<file path="src/rtl/filter2d_frame_src.sv">
`default_nettype none
//==============================================================================
// Module   : filter2d_frame_src
// Purpose  : Raster test-pattern source feeding the 2D filter pixel stream,
//            with SOF/EOL/EOF markers and programmable H/V blanking.
//            Define FILTER2D_SRC_CONT_EN for back-to-back frames.
// Revision : 1.0  initial release
//==============================================================================

module filter2d_frame_src #(
    parameter int FRAME_W    = 1920,
    parameter int FRAME_H    = 1080,
    parameter int DOUT_WIDTH = 8,
    parameter int HBLANK     = 16,
    parameter int VBLANK     = 4
) (
    input  logic                  clk,
    input  logic                  rst_n,
    input  logic                  start_i,
    input  logic [1:0]            mode_i,
    output logic                  m_valid_o,
    input  logic                  m_ready_i,
    output logic [DOUT_WIDTH-1:0] m_data_o,
    output logic                  m_sof_o,
    output logic                  m_eol_o,
    output logic                  m_eof_o,
    output logic                  busy_o,
    output logic                  frame_done_o
);

    localparam int c_xw   = (FRAME_W > 1) ? $clog2(FRAME_W) : 1;
    localparam int c_yw   = (FRAME_H > 1) ? $clog2(FRAME_H) : 1;
    localparam int c_bmax = (HBLANK > VBLANK) ? HBLANK : VBLANK;
    localparam int c_bw   = (c_bmax > 1) ? $clog2(c_bmax) : 1;
    localparam int c_pw0  = (DOUT_WIDTH > 16) ? DOUT_WIDTH : 16;
    localparam int c_pw1  = (c_pw0 > c_xw) ? c_pw0 : c_xw;
    localparam int c_pw   = (c_pw1 > c_yw) ? c_pw1 : c_yw;

    localparam logic [c_xw-1:0] c_x_last  = c_xw'(FRAME_W - 1);
    localparam logic [c_yw-1:0] c_y_last  = c_yw'(FRAME_H - 1);
    localparam logic [c_bw-1:0] c_hb_last = c_bw'(HBLANK - 1);
    localparam logic [c_bw-1:0] c_vb_last = c_bw'(VBLANK - 1);
    localparam logic [15:0]     c_seed    = 16'hACE1;

`ifdef FILTER2D_SRC_CONT_EN
    localparam logic c_cont_en = 1'b1;
`else
    localparam logic c_cont_en = 1'b0;
`endif

    localparam logic [1:0] c_st_idle   = 2'd0;
    localparam logic [1:0] c_st_active = 2'd1;
    localparam logic [1:0] c_st_hblank = 2'd2;
    localparam logic [1:0] c_st_vblank = 2'd3;

    logic [1:0]            r_state, w_state;
    logic [c_xw-1:0]       r_x, w_x;
    logic [c_yw-1:0]       r_y, w_y;
    logic [c_bw-1:0]       r_blank, w_blank;
    logic [15:0]           r_lfsr, w_lfsr;
    logic [1:0]            r_mode, w_mode;
    logic                  r_valid, w_valid;
    logic [DOUT_WIDTH-1:0] r_data, w_data;
    logic                  r_sof, w_sof;
    logic                  r_eol, w_eol;
    logic                  r_eof, w_eof;
    logic                  r_busy, w_busy;
    logic                  r_done, w_done;
    logic                  w_load;
    logic                  w_start_frame;

    // Fibonacci form, taps 16,14,13,11 map to bits 0,2,3,5 when shifting right
    function automatic logic [15:0] lfsr_step(input logic [15:0] s);
        return {s[0] ^ s[2] ^ s[3] ^ s[5], s[15:1]};
    endfunction

    function automatic logic [DOUT_WIDTH-1:0] pixel_value(
        input logic [1:0]      mode,
        input logic [c_xw-1:0] x,
        input logic [c_yw-1:0] y,
        input logic [15:0]     lfsr
    );
        logic [c_pw-1:0] v;
        case (mode)
            2'd0:    v = c_pw'(x);
            2'd1:    v = c_pw'(y);
            2'd2:    v = (x[0] ^ y[0]) ? '1 : '0;
            default: v = c_pw'(lfsr);
        endcase
        return v[DOUT_WIDTH-1:0];
    endfunction

    always_comb begin
        w_state       = r_state;
        w_x           = r_x;
        w_y           = r_y;
        w_blank       = r_blank;
        w_lfsr        = r_lfsr;
        w_mode        = r_mode;
        w_valid       = r_valid;
        w_data        = r_data;
        w_sof         = r_sof;
        w_eol         = r_eol;
        w_eof         = r_eof;
        w_done        = 1'b0;
        w_load        = 1'b0;
        w_start_frame = 1'b0;

        case (r_state)
            c_st_idle: begin
                if (start_i) begin
                    w_start_frame = 1'b1;
                end
            end
            c_st_active: begin
                if (r_valid && m_ready_i) begin
                    w_lfsr = lfsr_step(r_lfsr);
                    if (r_x == c_x_last) begin
                        w_x = '0;
                        if (r_y == c_y_last) begin
                            w_y     = '0;
                            w_valid = 1'b0;
                            w_sof   = 1'b0;
                            w_eol   = 1'b0;
                            w_eof   = 1'b0;
                            w_blank = '0;
                            if (VBLANK > 0) begin
                                w_state = c_st_vblank;
                            end else begin
                                w_done = 1'b1;
                                if (c_cont_en && start_i) begin
                                    w_start_frame = 1'b1;
                                end else begin
                                    w_state = c_st_idle;
                                end
                            end
                        end else begin
                            w_y = r_y + c_yw'(1);
                            if (HBLANK > 0) begin
                                w_state = c_st_hblank;
                                w_blank = '0;
                                w_valid = 1'b0;
                                w_sof   = 1'b0;
                                w_eol   = 1'b0;
                                w_eof   = 1'b0;
                            end else begin
                                w_load = 1'b1;
                            end
                        end
                    end else begin
                        w_x    = r_x + c_xw'(1);
                        w_load = 1'b1;
                    end
                end
            end
            c_st_hblank: begin
                if (r_blank == c_hb_last) begin
                    w_state = c_st_active;
                    w_blank = '0;
                    w_load  = 1'b1;
                end else begin
                    w_blank = r_blank + c_bw'(1);
                end
            end
            default: begin
                if (r_blank == c_vb_last) begin
                    w_blank = '0;
                    w_done  = 1'b1;
                    if (c_cont_en && start_i) begin
                        w_start_frame = 1'b1;
                    end else begin
                        w_state = c_st_idle;
                    end
                end else begin
                    w_blank = r_blank + c_bw'(1);
                end
            end
        endcase

        // A new frame restarts the raster and reseeds the LFSR before the pixel is built
        if (w_start_frame) begin
            w_state = c_st_active;
            w_x     = '0;
            w_y     = '0;
            w_blank = '0;
            w_lfsr  = c_seed;
            w_mode  = mode_i;
            w_load  = 1'b1;
        end

        if (w_load) begin
            w_valid = 1'b1;
            w_data  = pixel_value(w_mode, w_x, w_y, w_lfsr);
            w_sof   = (w_x == '0) && (w_y == '0);
            w_eol   = (w_x == c_x_last);
            w_eof   = (w_x == c_x_last) && (w_y == c_y_last);
        end

        w_busy = (w_state != c_st_idle);
    end

    always_ff @(posedge clk) begin
        if (!rst_n) begin
            r_state <= c_st_idle;
            r_x     <= '0;
            r_y     <= '0;
            r_blank <= '0;
            r_lfsr  <= c_seed;
            r_mode  <= '0;
            r_valid <= 1'b0;
            r_data  <= '0;
            r_sof   <= 1'b0;
            r_eol   <= 1'b0;
            r_eof   <= 1'b0;
            r_busy  <= 1'b0;
            r_done  <= 1'b0;
        end else begin
            r_state <= w_state;
            r_x     <= w_x;
            r_y     <= w_y;
            r_blank <= w_blank;
            r_lfsr  <= w_lfsr;
            r_mode  <= w_mode;
            r_valid <= w_valid;
            r_data  <= w_data;
            r_sof   <= w_sof;
            r_eol   <= w_eol;
            r_eof   <= w_eof;
            r_busy  <= w_busy;
            r_done  <= w_done;
        end
    end

    assign m_valid_o    = r_valid;
    assign m_data_o     = r_data;
    assign m_sof_o      = r_sof;
    assign m_eol_o      = r_eol;
    assign m_eof_o      = r_eof;
    assign busy_o       = r_busy;
    assign frame_done_o = r_done;

endmodule

`default_nettype wire

</file>
<file path="config.mk">
export PLATFORM = sky130hd
export DESIGN_NAME = filter2d_frame_src
export DESIGN_NICKNAME = d
export VERILOG_FILES = /design/src/rtl/filter2d_frame_src.sv
export SDC_FILE = /design/constraint.sdc
export NUM_CORES = 1
export LEC_CHECK = 0
export BUFFER_PORTS_ARGS = -buffer_cell sky130_fd_sc_hd__buf_2
export CAP_MARGIN = 30
export CORE_AREA = 2 2 84 86
export DETAILED_ROUTE_END_ITERATION = 10
export DIE_AREA = 0 0 86 88
export PLACE_DENSITY = 0.68
export SLEW_MARGIN = 25
export SYNTH_ARGS = -nofsm -noshare
export SYNTH_HDL_FRONTEND = slang
export SYNTH_SLANG_ARGS = --single-unit
</file>
<file path="constraint.sdc">
create_clock -name clk -period 2.9 [get_ports clk]
set_input_delay 0.29 -clock clk [delete_from_list [all_inputs] [get_ports clk]]
set_output_delay 0.29 -clock clk [all_outputs]
set_load 0.02 [all_outputs]
</file>
Word level (Yosys, flattened, before mapping). Index checks and enable logic that the tools add are counted.

Register bits: 60. Word-level logic and storage cells: 91.

$add $sub $neg: 3. Eq/ne operators: 12. Muxes and demuxes: 42. Bitwise gates (word level): 6. Reductions and logical operators: 15.

Operators by type and width (number): 2-to-1 mux 11 bit (9); 2-to-1 mux 16 bit (3); equality test 11 bit (second input constant) (4); one-hot mux 8 bit (3 select lines) (1); adder 11 x 1 -> 11 bit (second input constant) (2); logical NOT 11 bit (2); 2-to-1 mux 4 bit (4); 2-to-1 mux 1 bit (15); 2-to-1 mux 2 bit (6); one-hot mux 4 bit (3 select lines) (1); 2-to-1 mux 8 bit (1); nonzero test 2 bit (4); one-hot mux 2 bit (3 select lines) (1); AND reduction 3 bit (2); adder 4 x 1 -> 4 bit (second input constant) (1); equality test 2 x 1 -> 1 bit (second input constant) (2); equality test 2 bit (second input constant) (2); equality test 4 x 2 -> 1 bit (second input constant) (1); equality test 4 bit (second input constant) (1); logical NOT 2 bit (2); != test 2 bit (second input constant) (2); OR reduction 4 bit (1); bitwise XOR 1 bit (4); logical AND 1 bit (3); 3 further kinds (4).

Depth between registers and ports, before layout.
Depth in word-level cells: 9. Mapped depth: 11.

Least setup slack after synthesis. Ideal clock, no wire load.

Path kind: register -> register. From: reg r_state[1]. To: reg r_eof, in the netlist m_eof_o. Arrival time: 2.693 ns. Required time: 2.831 ns. Path slack: 0.138 ns. Cell stages (with the launch flop): 10. Clock period less this slack: 2.762 ns. Path through: dfxtp_1 -> inv_1 -> ha_1 -> nand3_1 -> or4_4 -> or4_1 -> a21oi_1 -> nand2_1 -> or4_1 -> o21ai_1.

Longest elaborated chain between the ends: 6. Elaborated cells on any way between the ends: 18. Classes of those cells: 4 x eq/ne; 8 x mux; 6 x reduce/logical.

RTL lines: from (decl) (RTL line 56) `logic [1:0] r_state, w_state;`; from (signal assigned) (RTL line 204) `r_state <= c_st_idle;`; from (signal assigned) (RTL line 218) `r_state <= w_state;`; equality test 2 x 1 -> 1 bit / logical NOT 2 bit (equally long branches) (RTL line 109) `case (r_state)`; 2-to-1 mux 11 bit / 2-to-1 mux 1 bit (equally long branches) (RTL line 109); 2-to-1 mux 11 bit (RTL line 181) `if (w_start_frame) begin`; equality test 11 bit (RTL line 196) `w_eof = (w_x == c_x_last) && (w_y == c_y_last);`; logical AND 1 bit (RTL line 196); 2-to-1 mux 1 bit (RTL line 191) `if (w_load) begin`; to (signal assigned) (RTL line 228) `r_eof <= w_eof;`; to (decl) (RTL line 66) `logic r_eof, w_eof;`.

Several ways; a longest one is shown, not always the timed one. A chain may end at the register's enable or synchronous reset.

Final worst setup path.
From: reg r_x[1]. To: reg r_data[7], in the netlist m_data_o[7].

Longest elaborated chain between the ends: 8. Elaborated cells on any way between the ends: 17. Classes of those cells: 1 x add/sub; 1 x eq/ne; 14 x mux; 1 x bitwise.

RTL lines: from (decl) (RTL line 57) `logic [c_xw-1:0] r_x, w_x;`; from (signal assigned) (RTL line 219) `r_x <= w_x;`; parallel branches: the longest is 8 deep, another holds adder 11 x 1 -> 11 bit; to (signal assigned) (RTL line 225) `r_data <= w_data;`; to (decl) (RTL line 63) `logic [DOUT_WIDTH-1:0] r_data, w_data;`.

Several ways; the timed one is not identified.

==> results.md <==
* Mapped cell area at 3262 um^2
* Num CTS Buffers at 9
* Setup violations, final at 0
* Crit. End Element: flip-flop
* CTS tree: done
* Net Count, Synth at ~420
* Dpl ws at 0.1150 ns
* Design area at around 3900 um^2
* Status: finished, final reports clean
* Pre-antenna DRT Iters at 5
* Finished Layout Cells at 545
* Worst hold path depth at 3
* Setup TNS at 0 ns
* Io pins at 20
* Reg clk slew, reported paths at 0.08 ns
* Max-Cap Viols at 0
* Actual slew at the worst max-slew pin at 0.6646 ns
* First-pass GRT wire length at 15,370 um
* Synth Register Bits at 60
* Pin count of the biggest net entering global routing at 22
* Clock latency on the worst-skew pair at about 0.35 ns
* Clock Path Buffers at 2
* Most common cell after layout, fill and taps aside: dfxtp_1
* Worst vdd ir at 0.0002697 V
* Reg area at 1204 um^2
* Num Clock Sinks at 60
* Slew HR at 55.69%
* Post-synth top area cell: dfxtp_1
* Int Power at 1.223 mW
* H-tree depth at 3
* Yosys top cell area share at 36.82%
* DR iter-0 viols at ~340
* IO buf count at 19
* Final nets at 473
* Avg Inst Size Synth at 8.094 um^2
* Post-route ant nets at 0
* Max frequency at 356.2 MHz
* Initial antenna violation count at 0
* Cell count after placement at 524
* Die ar. at 7568 um^2
* Final Hold Violating Endpoints at 0
* DR WL/cell at 17.92 um
* Crit path time final at 2.807 ns
* Chip Width at 86 um
* Area Overhead vs Synth at 20.83%
* CTS root buf: clkbuf_8
* Skew final at 0.01746 ns
* DP HPWL at 6770 um
* Post-Route WL at between 9000 and 10,000 um
* Critical Path AT at roughly 3 ns
* Ys flop type: dfxtp_1
* EDFF count, synth at 0
* Crit Path Class: reg -> reg
* # DRC at 0
* Die H at 88 um
* Vias after detailed routing at 3,361
* Worst Path Required at 3.15 ns
* Logic pwr share at between 10% and 20%
* Synth Warn # at 0
* CP Launch Type: flip-flop
* Leak Pwr at 1.575 nW
* Commonest non-fill, non-tap cells in the layout: dfxtp_1 (58), nand2_1 (56), buf_4 (40)
* Seq/Total Area, Yosys at 36.82%
* Post-synthesis cell type count at 66
* Vias in the first global route at 3,012
* GRT Util Overall at 26.01%
* Net switching power at 0.5163 mW
* Post-Synthesis Cells at 403
* WHS at 0.2599 ns
* Placed Instance Area at 3669 um^2
* Hold/Removal Path Class: in -> reg
* Register share of total power at 48.8%
* Max Transition Viols Final at 0
* Power Density at 441.4 nW/um^2
* Final setup margin at approximately 0.093 ns
* Clock share of power at 40.0%
* Share of cells above drive strength 1 at 22.15%
* Total grt overflow at 0
* Row cnt at 30
* Area contributors post-synth: dfxtp_1 (37%), nand2_1 (6.4%), a21oi_1 (5.2%)
* Vias per cell at just over 6
* Multi-input logic area at slightly above 2000 um^2
* Ys async rst share at 0%
* Worst-path fanout max at 5
* Core area at 6644 um^2
* Global placement routability congestion at 0.9624
* Worst R2R Path Depth at 9
* Initial Util at 49.10%
* Switch share at 29.68%
* Fraction of the cycle the final worst path needs at 96.80%
* N_diodes at 0
* Filler cells at 600
* Hold buffers post-CTS at 0
-- power groups by stage --
stage | logic (mW) | registers (mW) | clock network [mW]
global route | 0.212 | 0.851 | 0.744
detailed placement | 0.188 | 0.867 | 0
finish | 0.196 | 0.848 | 0.696
global placement | 0.188 | 0.866 | 0
CTS | 0.189 | 0.848 | 0.705
floorplan | 0.107 | 0.875 | 0
-- metrics by stage --
stage / total power, mW / utilization, %
6_report: 1.740 / 59.32
5_1_grt: 1.807 / 59.32
4_1_cts: 1.742 / 57.89
3_5_place_dp: 1.054 / 55.22
3_3_place_gp: 1.054 / 55.22
2_1_floorplan: 0.9819 / -
-- routing by layer --
layer,global-route usage (%),vias up,wire length (um)
met5,0,-,0
met4,9.668,0,198
met3,3.770,28,766
met2,41.23,172,4412
met1,36.00,1552,4391
li1,-,1609,-
-- logic make-up after synthesis --
group                      count (synthesis)  synth area share (%)
AOI/OAI and AO/OA                        101                 20.29
xor gates and xnor gates                  16                 4.296
adders and majority gates                  7                 2.685
buffers and inverters                     20                 2.608
DFF                                       60                 36.82
muxes                                     10                 3.107
and+or+nand+nor                          189                 30.19
-- critical path, cell delays in order, from the launching register on --
cell	delay, ns
dfxtp_2	0.35
ha_2	0.21
nand4_4	0.13
or4_4	0.63
buf_4	0.18
nor4_2	0.33
xnor2_1	0.21
o32ai_1	0.11
o2bb2a_1	0.30
a32o_1	0.25
-- flip-flops by register name, indices dropped and copies added (netlist names), 2 cells and up --
name	count
r_state	2
r_x	11
r_lfsr	16
r_y	11
r_blank	4
r_mode	2
m_data_o	8
-- final cells by class --
type | count | share of cell area, %
flip-flops and latches | 60 | 30.54
clock inverters | 6 | 1.270
repair buffers | 60 | 10.22
inverters | 5 | 0.4762
well taps | 80 | 2.540
clock buffers | 10 | 3.238
multi-input cells | 324 | 51.71
-- Yosys cell counts, types with 6 or more instances --
cell,instances
nor3_1,17
and3_1,6
a21oi_1,34
o31ai_1,6
nand3_1,17
nand4_1,10
clkbuf_1,11
xnor2_1,13
nor4_1,8
nor2_1,33
o21ai_0,16
nand2_1,56
ha_1,7
and2_1,13
mux2i_1,9
or4_1,6
dfxtp_1,60
-- timing repair --
action	CTS	global route
resized for setup	0	14
buffers inserted	0	4
setup endpoints to repair	0	3
-- worst paths after layout --
| kind | slack, ns | start | endpoint |
|---|---|---|---|
| min reg2reg | 0.46 | r_lfsr[14]$_SDFFE_PP0P_ | r_lfsr[14]$_SDFFE_PP0P_ |
| max reg2reg | 0.09 | r_x[1]$_SDFF_PN0_ | m_data_o[7]$_SDFFE_PN0P_ |
| max | 0.09 | r_x[1]$_SDFF_PN0_ | m_data_o[7]$_SDFFE_PN0P_ |
| min | 0.26 | mode_i[1] | r_mode[1]$_SDFF_PN0_ |
Note: power is estimated with default switching activity, not from simulation.
